<file path="config.mk">
export PLATFORM = sky130hd
export DESIGN_NAME = multicycle_ctrl
export DESIGN_NICKNAME = d
export VERILOG_FILES = /design/src/rtl/multicycle_ctrl.sv
export SDC_FILE = /design/constraint.sdc
export NUM_CORES = 1
export LEC_CHECK = 0
export CAP_MARGIN = 20
export CORE_UTILIZATION = 39
export DETAILED_ROUTE_END_ITERATION = 8
export GPL_TIMING_DRIVEN = 0
export PLACE_DENSITY = 0.67
export RECOVER_POWER = 50
export SETUP_SLACK_MARGIN = 0.1
export SYNTH_ARGS = -nofsm -noshare
export SYNTH_HDL_FRONTEND = slang
export SYNTH_SLANG_ARGS = --single-unit
</file>
<file path="constraint.sdc">
create_clock -name clk_i -period 1.8 [get_ports clk_i]
set_input_delay 0.45 -clock clk_i [delete_from_list [all_inputs] [get_ports clk_i]]
set_output_delay 0.45 -clock clk_i [all_outputs]
set_load 0.01 [all_outputs]
</file>
<file path="src/rtl/multicycle_ctrl.sv">
// Main control FSM for the multi-cycle MIPS datapath: sequences FETCH/DECODE/EXEC/MEM/WB,
// drives the ALUOp code and datapath enables, and counts retired instructions.
module multicycle_ctrl #(
  parameter int CNT_W = 32
) (
  input  logic             clk_i,
  input  logic             rst_i,
  input  logic [5:0]       instr_op_i,
  input  logic             mem_ready_i,
  input  logic             zero_i,
  output logic [2:0]       ALUOp_o,
  output logic             ALUSrc_o,
  output logic             RegDst_o,
  output logic             RegWrite_o,
  output logic             MemRead_o,
  output logic             MemWrite_o,
  output logic             MemtoReg_o,
  output logic             IRWrite_o,
  output logic             PCWrite_o,
  output logic             branch_taken_o,
  output logic             illegal_o,
  output logic [2:0]       state_o,
  output logic [CNT_W-1:0] retired_o
);

  typedef enum logic [2:0] {
    FETCH  = 3'd0,
    DECODE = 3'd1,
    EXEC   = 3'd2,
    MEM    = 3'd3,
    WB     = 3'd4
  } state_t;

  localparam logic [5:0] OP_R     = 6'b000000;
  localparam logic [5:0] OP_ADDI  = 6'b001000;
  localparam logic [5:0] OP_SLTIU = 6'b001011;
  localparam logic [5:0] OP_BEQ   = 6'b000100;
  localparam logic [5:0] OP_BNE   = 6'b000101;
  localparam logic [5:0] OP_LUI   = 6'b001111;
  localparam logic [5:0] OP_ORI   = 6'b001101;
  localparam logic [5:0] OP_LW    = 6'b100011;
  localparam logic [5:0] OP_SW    = 6'b101011;

  localparam logic [CNT_W-1:0] RETIRE_INC = CNT_W'(1);

  function automatic logic op_legal(input logic [5:0] op);
    case (op)
      OP_R, OP_ADDI, OP_SLTIU, OP_BEQ, OP_BNE,
      OP_LUI, OP_ORI, OP_LW, OP_SW: return 1'b1;
      default:                      return 1'b0;
    endcase
  endfunction

  function automatic logic [2:0] alu_code(input logic [5:0] op);
    case (op)
      OP_R:                  return 3'd0;
      OP_ADDI, OP_LW, OP_SW: return 3'd1;
      OP_SLTIU:              return 3'd2;
      OP_BEQ:                return 3'd3;
      OP_LUI:                return 3'd4;
      OP_ORI:                return 3'd5;
      OP_BNE:                return 3'd6;
      default:               return 3'd0;
    endcase
  endfunction

  state_t     state;
  logic [5:0] op_q;
  logic       is_r, is_lw, is_sw, is_beq, is_bne, is_branch, taken;

  assign is_r      = (op_q == OP_R);
  assign is_lw     = (op_q == OP_LW);
  assign is_sw     = (op_q == OP_SW);
  assign is_beq    = (op_q == OP_BEQ);
  assign is_bne    = (op_q == OP_BNE);
  assign is_branch = is_beq || is_bne;
  assign taken     = is_beq ? zero_i : ~zero_i;

  assign state_o = state;
  assign ALUOp_o = alu_code(op_q);

  always_ff @(posedge clk_i) begin
    if (rst_i) begin
      state     <= FETCH;
      op_q      <= '0;
      retired_o <= '0;
    end else begin
      case (state)
        FETCH: begin
          if (mem_ready_i) begin
            op_q  <= instr_op_i;
            state <= DECODE;
          end
        end
        DECODE: state <= op_legal(op_q) ? EXEC : FETCH;
        EXEC: begin
          if (is_branch) begin
            state     <= FETCH;
            retired_o <= retired_o + RETIRE_INC;
          end else if (is_lw || is_sw) begin
            state <= MEM;
          end else begin
            state <= WB;
          end
        end
        MEM: begin
          if (mem_ready_i) begin
            if (is_sw) begin
              state     <= FETCH;
              retired_o <= retired_o + RETIRE_INC;
            end else begin
              state <= WB;
            end
          end
        end
        WB: begin
          state     <= FETCH;
          retired_o <= retired_o + RETIRE_INC;
        end
        default: state <= FETCH;
      endcase
    end
  end

  // Enables are gated by rst_i so nothing commits in a reset cycle, even mid-MEM-stall.
  always_comb begin
    ALUSrc_o       = 1'b0;
    RegDst_o       = 1'b0;
    RegWrite_o     = 1'b0;
    MemRead_o      = 1'b0;
    MemWrite_o     = 1'b0;
    MemtoReg_o     = 1'b0;
    IRWrite_o      = 1'b0;
    PCWrite_o      = 1'b0;
    branch_taken_o = 1'b0;
    illegal_o      = 1'b0;
    if (!rst_i) begin
      case (state)
        FETCH: begin
          MemRead_o = 1'b1;
          IRWrite_o = mem_ready_i;
          PCWrite_o = mem_ready_i;
        end
        DECODE: illegal_o = ~op_legal(op_q);
        EXEC: begin
          ALUSrc_o = ~(is_r || is_branch);
          if (is_branch && taken) begin
            PCWrite_o      = 1'b1;
            branch_taken_o = 1'b1;
          end
        end
        MEM: begin
          MemRead_o  = is_lw;
          MemWrite_o = is_sw;
        end
        WB: begin
          RegWrite_o = 1'b1;
          RegDst_o   = is_r;
          MemtoReg_o = is_lw;
        end
        default: ;
      endcase
    end
  end

endmodule

</file>
==> results.toml <==
[run_status]
status = "complete, but fails checks"
violations = "design-rule violations, negative setup slack"

[grt]
overflow = 0
grt_max_degree = 13
grt_pass1_vias = 2491
antenna_found_initial = 0
grt_pass1_wl_um = 12100
grt_use_total = 0.211

[timing]
relSlewSlack = 0.612
fin_ws_ns = -0.339
setup_viol = 40
tightest_slew_ns = 0.582
clock_skew_ns = 0.00467
slew_viol_final = 0
finalCritPeriodShare = 1.19
min_period_ns = 2.14
holdWs_ns = 0.523
hold_violations = 0
fmax_mhz = 468
rsz0062_at_grt = "yes"

[power_and_ir_drop]
power.switching_mw = 0.583
p_leak_nw = 1.89
clkPwrFrac = 0.355
intPower_mw = 1.61
powerDensity_mw_per_mm2 = 498
vdd_drop_max_mv = 0.309
p_seq_frac = 0.432
p_comb_frac = 0.213
switching_share = 0.266

[worst_setup_path]
worst_setup_path_end_kind = "output port"
path_max_fanout = 4
reg2reg_depth = 7
cpLargestDelayFamily = "simple AND/OR/NAND/NOR gates"
critical_path_class = "reg2out"
setup.worst_path.start_class = "flip-flop"
path_buf_inv = 2
cp.arrival_ns = 1.69
slowest_delay_ns = 0.50
crit_required_ns = 1.35
cp_slowest_cell = "or4_4"
ff2ff_setup_slack_ns = -0.32
reg2reg_from = "op_q[4]"
worstPathCellList = "buf_6 > or4_4 > nor4b_2 > buf_2"
r2r_end = "retired_o[31]"

[layout]
drive_gt1_frac = 0.485
multiInputGateArea_mm2 = 0.00215
fin_area_mm2 = 0.00440
regArea_um2 = 860
n_fill_cell = 468
syn_to_final_growth_pct = 67.9
finalCoreUtilization = 0.685
nets = 431
diodes = 0

[worst_hold_path]
worst_hold_path_type = "reg2reg"
worstHoldStart = "state_o[1]"
min_to = "state_o[0]"
min_path_cells = 1

[detailed_routing]
antenna_left = 0
via_count = 2771
drtIter0Drc = 151
remaining_drc_errors = 6
finalWirelength_um = 8440
detail_route.wl_per_cell_um = 16.9
via_per_inst = 5.56
firstDrtPassIters = 6

[clocking]
cts_max_level = 2
cts_buffers = 5
root_buffer = "clkbuf_8"
cts_buffer_depth = 2
cts_tree = "done"
clkLatencyLatePin_ns = 0.29
cts.sinks = 41
clkTransAtPathRegs_ns = 0.08

[synthesis]
synth_edf_count = 0
async_reset_ff_frac = 0
synth_top_area_share = 0.313
synthTopCellsByArea = "dfxtp_1, mux2_2, nor2_1"
ys_types = 58
ys_ff_latch = 41
syn-num-nets = 324
synth_commonest_cells = "nor2_1, dfxtp_1, mux2_2, nor2b_1, a21oi_1"
synthMostInstantiatedCell = "nor2_1"
syn_inst = 313
synth-seq-area-share = 0.313
synthFlopType = "dfxtp_1"
yosysTopAreaCell = "dfxtp_1"
syn_avg_cell_area_um2 = 8.37
syn-cell-area_mm2 = 0.00262
yosys_warnings = 0

[run]
maxCapViolations = 0

[die]
die-height_um = 84.0
die_area_mm2 = 0.00705
core_area_mm2 = 0.00642
io_pins = 58
rows = 29
die_w_um = 84.0
start_util = 0.408

[placed_design]
dpl_cell_area_mm2 = 0.00332
pre_cts_slack_ns = -0.833
gp_congestion = 0.838
io_buffers = 56
dp_hpwl_um = 4830
## power groups by stage
stage	sequential, mW	combinational, mW	clock (mW)
after global routing	0.950	0.496	0.841
after global placement	0.965	0.301	0
final	0.948	0.467	0.778
after floorplan	0.966	0.197	0
after detailed placement	0.966	0.303	0
after CTS	0.945	0.391	0.792
## metal layers
layer / GRT usage / part of all wire
met4: 0.0596 / 0.018
met1: 0.262 / 0.44
met3: 0.0346 / 0.043
met2: 0.374 / 0.50
met5: 0 / 0
## repair_timing
item / CTS / global route
buffers inserted: 24 / 19
hold buffers: 0 / 0
gates resized for setup: 134 / 120
setup endpoints to repair: 65 / 64
hold endpoints to repair: 0 / 0
pin swaps: 15 / 33
gates cloned: 0 / 1
## worst max-delay path by stage
stage | start | to | slack [ns] | cells after the start
4_1_cts | op_q[0] | RegDst_o | -0.37 | 4
3_5_place_dp | rst_i | MemtoReg_o | -0.83 | 5
6_report | op_q[5] | RegDst_o | -0.34 | 4
5_1_grt | retired_o[1] | retired_o[12] | -0.41 | 6
3_3_place_gp | rst_i | MemtoReg_o | -0.81 | 5
2_1_floorplan | op_q[4] | retired_o[31] | -0.14 | 6
## per-stage QoR
stage                     power, mW  TNS (ns)  instances
after global placement         1.27    -25.74        446
after CTS                      2.13     -8.90        478
after floorplan                1.16     -1.95        313
after global routing           2.29    -11.10        498
final                          2.19     -8.12        498
after detailed placement       1.27    -26.28        446
## worst register-to-register path: stages (launching register included)
cell,delay (ns)
dfxtp_2,0.32
buf_6,0.11
or3_4,0.38
nor3_4,0.16
buf_6,0.17
o211ai_4,0.14
a2111oi_4,0.40
mux2_4,0.33
## layout by cell type (no fill, tap or decap), types with 5 or more instances in the layout
cell type,instances
a211oi_2,5
a21oi_1,6
a21oi_2,7
a21oi_4,10
and3_1,5
buf_2,11
buf_4,27
buf_6,23
buf_8,5
clkbuf_1,6
clkbuf_8,9
clkdlybuf4s25_1,6
clkdlybuf4s50_1,22
dfxtp_1,16
dfxtp_2,22
dlygate4sd2_1,6
dlymetal6s2s_1,9
inv_1,8
mux2_2,6
mux2_4,24
mux2i_1,6
nand2_1,10
nand3_1,12
nand4_1,6
nor2_1,45
nor2b_1,24
## cell type report
| type | count | area share |
|---|---|---|
| clock buffers | 7 | 0.0196 |
| flip-flops and latches | 41 | 0.195 |
| plain buffers | 23 | 0.0458 |
| multi-input cells | 240 | 0.489 |
| inverters | 9 | 0.00768 |
| clock inverters | 1 | 0.00682 |
| repair buffers | 100 | 0.214 |
| well taps | 77 | 0.0219 |
## state kept, by name, summed over array words and instances (netlist names)
name,count
retired_o,32
op_q,6
state_o,3
## cell families (layout without fill, tap and decap cells)
family          after synthesis  after routing  share of synthesized area
xor+xnor                      2              2                    0.00668
simple gates                145            145                      0.316
fa+ha+maj                     1              1                    0.00477
compound gates               56             56                      0.150
flops                        41             41                      0.313
buf+inv                      32            140                     0.0568
mux                          36             36                      0.152
No activity file was read; power rests on OpenSTA's default activity.
